--- src/rtl/sram_fb_writer_pkg.sv ---
// Shared types and widths for the SRAM framebuffer write path.
package zxuno_sram_pkg;
    localparam int SRAM_AW = 19;
    localparam int SRAM_DW = 8;

    typedef enum logic [1:0] {IDLE, SETUP, STROBE, HOLD} fb_wr_state_t;
endpackage

--- src/rtl/sram_fb_writer_fifo.sv ---
// Show-ahead synchronous FIFO buffering stream bytes (address+data) ahead of the SRAM writer.
module fb_wr_fifo #(
    parameter int DEPTH = 4,
    parameter int WIDTH = 27
) (
    input  logic             clk,
    input  logic             rst_n,
    input  logic             push_i,
    input  logic [WIDTH-1:0] din_i,
    input  logic             pop_i,
    output logic [WIDTH-1:0] head_o,
    output logic             full_o,
    output logic             empty_o
);
    localparam int PW = $clog2(DEPTH);

    logic [WIDTH-1:0] mem_q [DEPTH];
    logic [PW-1:0]    wr_ptr_q, rd_ptr_q;
    logic [PW:0]      count_q;
    logic             do_push, do_pop;

    assign full_o  = (count_q == (PW+1)'(DEPTH));
    assign empty_o = (count_q == '0);
    assign head_o  = mem_q[rd_ptr_q];

    // When full, a push is only legal alongside a pop; the slot being freed is the one written.
    assign do_push = push_i && (!full_o || pop_i);
    assign do_pop  = pop_i && !empty_o;

    always_ff @(posedge clk or negedge rst_n) begin
        if (!rst_n) begin
            wr_ptr_q <= '0;
            rd_ptr_q <= '0;
            count_q  <= '0;
        end else begin
            if (do_push) wr_ptr_q <= wr_ptr_q + 1'b1;
            if (do_pop)  rd_ptr_q <= rd_ptr_q + 1'b1;
            case ({do_push, do_pop})
                2'b10:   count_q <= count_q + 1'b1;
                2'b01:   count_q <= count_q - 1'b1;
                default: count_q <= count_q;
            endcase
        end
    end

    always_ff @(posedge clk) begin
        if (do_push) mem_q[wr_ptr_q] <= din_i;
    end
endmodule

--- src/rtl/sram_fb_writer.sv ---
// Write side of the SRAM framebuffer: stream bytes or block fills become SRAM write cycles
// issued only in arbiter-granted slots.
//  state  | meaning
//  IDLE   | waiting for a pending source and a grant
//  SETUP  | address/data driven, we_n high; grant loss aborts and retries
//  STROBE | we_n low for WE_CYCLES cycles, cannot be aborted
//  HOLD   | we_n high, address/data held; pop FIFO or advance fill
module sram_fb_writer
    import zxuno_sram_pkg::*;
#(
    parameter int AW         = SRAM_AW,
    parameter int DW         = SRAM_DW,
    parameter int FIFO_DEPTH = 4,
    parameter int WE_CYCLES  = 1
) (
    input  logic          clk,
    input  logic          rst_n,
    input  logic          wr_valid,
    output logic          wr_ready,
    input  logic [AW-1:0] wr_addr,
    input  logic [DW-1:0] wr_data,
    input  logic          fill_start,
    input  logic [AW-1:0] fill_base,
    input  logic [AW-1:0] fill_len,
    input  logic [DW-1:0] fill_value,
    output logic          fill_busy,
    output logic          bus_req,
    input  logic          bus_grant,
    output logic [AW-1:0] sram_addr,
    output logic [DW-1:0] sram_data_out,
    output logic          sram_data_oe,
    output logic          sram_we_n
);
    localparam int CW = (WE_CYCLES > 1) ? $clog2(WE_CYCLES) : 1;

    fb_wr_state_t  state_q, state_d;
    logic [AW-1:0] addr_q, addr_d;
    logic [DW-1:0] data_q, data_d;
    logic          oe_q, oe_d;
    logic          we_n_q, we_n_d;
    logic [CW-1:0] cnt_q, cnt_d;
    logic          fill_busy_q, fill_busy_d;
    logic [AW-1:0] fill_addr_q, fill_addr_d;
    logic [AW-1:0] fill_rem_q, fill_rem_d;
    logic [DW-1:0] fill_val_q, fill_val_d;

    logic              fifo_full, fifo_empty, fifo_pop, fifo_push;
    logic [AW+DW-1:0]  fifo_head;

    assign wr_ready  = !fifo_full && !fill_busy_q;
    assign fifo_push = wr_valid && wr_ready;
    assign bus_req   = !fifo_empty || fill_busy_q || (state_q != IDLE);
    assign fill_busy = fill_busy_q;

    assign sram_addr     = addr_q;
    assign sram_data_out = data_q;
    assign sram_data_oe  = oe_q;
    assign sram_we_n     = we_n_q;

    fb_wr_fifo #(.DEPTH(FIFO_DEPTH), .WIDTH(AW+DW)) u_fifo (
        .clk     (clk),
        .rst_n   (rst_n),
        .push_i  (fifo_push),
        .din_i   ({wr_addr, wr_data}),
        .pop_i   (fifo_pop),
        .head_o  (fifo_head),
        .full_o  (fifo_full),
        .empty_o (fifo_empty)
    );

    always_comb begin
        state_d     = state_q;
        addr_d      = addr_q;
        data_d      = data_q;
        oe_d        = oe_q;
        we_n_d      = we_n_q;
        cnt_d       = cnt_q;
        fill_busy_d = fill_busy_q;
        fill_addr_d = fill_addr_q;
        fill_rem_d  = fill_rem_q;
        fill_val_d  = fill_val_q;
        fifo_pop    = 1'b0;

        case (state_q)
            IDLE: begin
                if ((fill_busy_q || !fifo_empty) && bus_grant) begin
                    state_d = SETUP;
                    addr_d  = fill_busy_q ? fill_addr_q : fifo_head[AW+DW-1:DW];
                    data_d  = fill_busy_q ? fill_val_q  : fifo_head[DW-1:0];
                    oe_d    = 1'b1;
                    we_n_d  = 1'b1;
                end
                // A fill only starts from a fully quiet writer, so it never interleaves with stream bytes.
                if (fill_start && !fill_busy_q && fifo_empty && (fill_len != '0)) begin
                    fill_busy_d = 1'b1;
                    fill_addr_d = fill_base;
                    fill_rem_d  = fill_len;
                    fill_val_d  = fill_value;
                end
            end
            SETUP: begin
                if (!bus_grant) begin
                    state_d = IDLE;
                    oe_d    = 1'b0;
                    we_n_d  = 1'b1;
                end else begin
                    state_d = STROBE;
                    we_n_d  = 1'b0;
                    cnt_d   = CW'(WE_CYCLES - 1);
                end
            end
            STROBE: begin
                if (cnt_q == '0) begin
                    state_d = HOLD;
                    we_n_d  = 1'b1;
                end else begin
                    cnt_d = cnt_q - 1'b1;
                end
            end
            HOLD: begin
                state_d = IDLE;
                oe_d    = 1'b0;
                if (fill_busy_q) begin
                    fill_addr_d = fill_addr_q + 1'b1;
                    fill_rem_d  = fill_rem_q - 1'b1;
                    if (fill_rem_q == AW'(1)) fill_busy_d = 1'b0;
                end else begin
                    fifo_pop = 1'b1;
                end
            end
            default: state_d = IDLE;
        endcase
    end

    always_ff @(posedge clk or negedge rst_n) begin
        if (!rst_n) begin
            state_q     <= IDLE;
            addr_q      <= '0;
            data_q      <= '0;
            oe_q        <= 1'b0;
            we_n_q      <= 1'b1;
            cnt_q       <= '0;
            fill_busy_q <= 1'b0;
            fill_addr_q <= '0;
            fill_rem_q  <= '0;
            fill_val_q  <= '0;
        end else begin
            state_q     <= state_d;
            addr_q      <= addr_d;
            data_q      <= data_d;
            oe_q        <= oe_d;
            we_n_q      <= we_n_d;
            cnt_q       <= cnt_d;
            fill_busy_q <= fill_busy_d;
            fill_addr_q <= fill_addr_d;
            fill_rem_q  <= fill_rem_d;
            fill_val_q  <= fill_val_d;
        end
    end
endmodule

--- config.mk ---
export PLATFORM = sky130hd
export DESIGN_NAME = sram_fb_writer
export DESIGN_NICKNAME = d
export VERILOG_FILES = /design/src/rtl/sram_fb_writer_pkg.sv /design/src/rtl/sram_fb_writer_fifo.sv /design/src/rtl/sram_fb_writer.sv
export SDC_FILE = /design/constraint.sdc
export NUM_CORES = 1
export LEC_CHECK = 0
export CAP_MARGIN = 5
export CORE_MARGIN = 2
export CORE_UTILIZATION = 35
export DETAILED_ROUTE_END_ITERATION = 8
export PLACE_DENSITY = 0.57
export SYNTH_ARGS = -nofsm -noshare
export SYNTH_HDL_FRONTEND = slang
export SYNTH_SLANG_ARGS = --single-unit
--- constraint.sdc ---
create_clock -name clk -period 2.58 [get_ports clk]
set_input_delay 0.516 -clock clk [delete_from_list [all_inputs] [get_ports clk]]
set_output_delay 0.516 -clock clk [all_outputs]
set_load 0.05 [all_outputs]
==> results.md <==
* Final Routed Wirelength at 20200 µm
* Number of synthesized flops with an enable pin at 108
* Skew final at 0.0119 ns
* TritonRoute pass-1 iters at 5
* DIE AREA at 25600 µm²
* MaxCap Viol Count at 0
* Die X at 160 µm
* FILL cells at 2258
* Syn. warnings at 0
* Sequential fraction of the synthesis area at 63.0%
* Critical Path Source Type: register
* Hold Violations, Final at 0
* Crit. End Element: output port
* Crit path max-delay family: buffers and inverters
* Detail Placement HPWL at 14000 µm
* Hold buffer count at CTS at 0
* Shortest period the worst path allows at 2.29 ns
* All-Layer GR Usage at 16.1%
* Setup violations, final at 0
* Status: finished clean
* Dominant cells by area after synthesis: edfxtp_1, dfrtp_1, mux4_2
* Clock root cell: clkbuf_16
* Max-slew violation count at 0
* Worst reg2reg setup slack at 0.33 ns
* Grt ovf at 0
* Slew @ Worst Pin at 0.912 ns
* Yosys top cell by area: edfxtp_1
* CP Cell Sequence: clkdlybuf4s50_1
* Power per Cell Area at 1160 nW/µm²
* Peak VDD IR at 0.396 mV
* Critical path class: reg -> out
* Syn_area_per_cell at 13.3 µm²
* Slowest cell on crit path: clkdlybuf4s50_1
* DR WL/cell at 18.5 µm
* Largest net degree at the start of global routing at 55
* Routed via count at 5658
* DR vias/cell at 5.20
* Deepest clock path buffer count at 2
* Clk_lat worst skew at 0.43 ns
* Initial Utilization at 35.4%
* Top-count cell post-synth: edfxtp_1
* Layout area overhead at 25.8%
* Syn nets at 726
* Period utilization at 88.9%
* Nets at 839
* Cell Area, Synth at 8520 µm²
* Num CTS Buffers at 17
* Post-DRT Antenna Nets at 0
* Fmax at 436 MHz
* DRC violations left at 0
* Synthesized instance count at 639
* CP Depth at 1
* Top FF cell, synth: edfxtp_1
* CTS tree: yes
* Worst-path fanout max at 3
* Initial antenna violation count at 0
* Clk slew on worst S/H paths at 0.08 ns
* FF-to-FF End: fill_val_q[7]$_DFFE_PN0P_
* RSZ-0062 raised after global routing: no
* Setup Buffers After CTS at 0
* P_leak at 3.99 nW
* Final Power at 0.0124 W
* Max_slew headroom at 39.2%
* Vias in the first global route at 5910
* Area occupied by multi-input gates at 2950 µm²
* Num Clock Sinks at 193
* Htree depth at 4
* R2R depth at 4
* Cell Rows at 57
* Bufs and invs on worst path at 1
* Distinct cells, synth at 61
* Register area at 5370 µm²
* Chip height at 160 µm
* Resized cells post-CTS at 2
* Fraction of layout cells with a size suffix above 1 at 14.0%
* Commonest cells post-synth: edfxtp_1, dfrtp_1, nand2_1
* Required @ worst endpoint at 2.06 ns
* #FFs+latches synth at 193
* Core Region at 24100 µm²
* GPL Wtd Cong at 0.875
* Antenna diodes at 0
* Worst min-delay path category: in -> async
* WP data arrival at 1.78 ns
* R2R Path Start: u_fifo.count_q[2]$_DFFE_PN0P_
* FFs w/ async S/R, synth at 44.0%
* Num ports at 110
* Drt first-iter violations at 413
* Port-buffer cells at 109
* Max incr delay on CP at 0.80 ns
* Cell Area, Placed at 10100 µm²
* Fin area at 10700 µm²
* First-pass GRT wire length at 31900 µm
* Area fraction of the dominant cell type after synthesis at 38.0%
## routing by layer
layer,vias up,GRT usage [%],part of all wire [%]
li1,2663,-,-
met1,2788,19.5,42
met2,180,28.3,51
met3,27,3.58,5.0
met4,0,5.94,2.2
met5,-,0,0
## metrics by stage
step / cells / util, % / hold WS (ns) / setup slack [ns] / setup TNS (ns)
floorplan: 639 / - / 0.220 / 0.135 / 0
global placement: 1057 / 41.9 / 0.467 / 0.0287 / 0
detailed placement: 1057 / 41.9 / 0.478 / -0.0387 / -0.327
CTS: 1089 / 44.5 / 0.0238 / 0.244 / 0
global route: 1089 / 44.5 / 0.0367 / 0.151 / 0
finish: 1089 / 44.5 / 0.0247 / 0.286 / 0
## flip-flops by register name, indices dropped and copies added (netlist names), named ones only
| name | count |
|---|---|
| u_fifo.mem_q | 108 |
| fill_addr_q | 19 |
| fill_rem_q | 19 |
| sram_addr | 19 |
| fill_val_q | 8 |
| sram_data_out | 8 |
| u_fifo.count_q | 3 |
| u_fifo.rd_ptr_q | 2 |
| u_fifo.wr_ptr_q | 2 |
| fill_busy | 1 |
| sram_data_oe | 1 |
| sram_we_n | 1 |
| state_q | 1 |
## how the worst max path moves through the flow
stage | from | end
2_1_floorplan | fill_busy$_DFFE_PN0P_ | u_fifo.count_q[2]$_DFFE_PN0P_
3_3_place_gp | fill_len[17] | fill_val_q[2]$_DFFE_PN0P_
3_5_place_dp | fill_len[14] | fill_val_q[2]$_DFFE_PN0P_
4_1_cts | u_fifo.count_q[2]$_DFFE_PN0P_ | bus_req
5_1_grt | fill_rem_q[0]$_DFFE_PN0P_ | fill_rem_q[14]$_DFFE_PN0P_
6_report | sram_we_n$_DFFE_PN1P_ | sram_we_n
## where the power goes
part	switching (W)	total, W	internal (W)
clock	0.00131	0.00275	0.00144
sequential	0.000832	0.00498	0.00415
combinational	0.00270	0.00470	0.00200
## layout by cell type, fill, tap and decap left out, drive strengths merged, types with 5 or more instances in the layout
cell	count
a21oi	36
a22oi	9
a31oi	9
and3	10
buf	24
clkbuf	18
clkdlybuf4s50	105
clkinv	5
dfrtp	84
edfxtp	108
ha	8
inv	20
mux2	8
mux2i	31
mux4	27
nand2	50
nand3	10
nor2	40
nor3	15
nor4	8
o21ai	70
o22a	6
o22ai	7
or4	5
## area by class of cell
class                   count  share of cell area [%]
multi-input cells         396                    27.5
inverters                  13                   0.455
well taps                 324                    3.78
clock buffers              18                    4.10
flip-flops and latches    193                    50.1
clock inverters            14                    1.77
repair buffers            131                    12.2
## logic make-up after synthesis
family,count (synthesis),share of synthesized area (%)
AOI/OAI and AO/OA,156,10.8
and+or+nand+nor,159,9.64
buffers and inverters,50,2.64
adders and majority gates,9,1.41
DFF,193,63.0
muxes,66,11.8
xor gates and xnor gates,6,0.617
No activity file was read; power rests on OpenSTA's default activity.
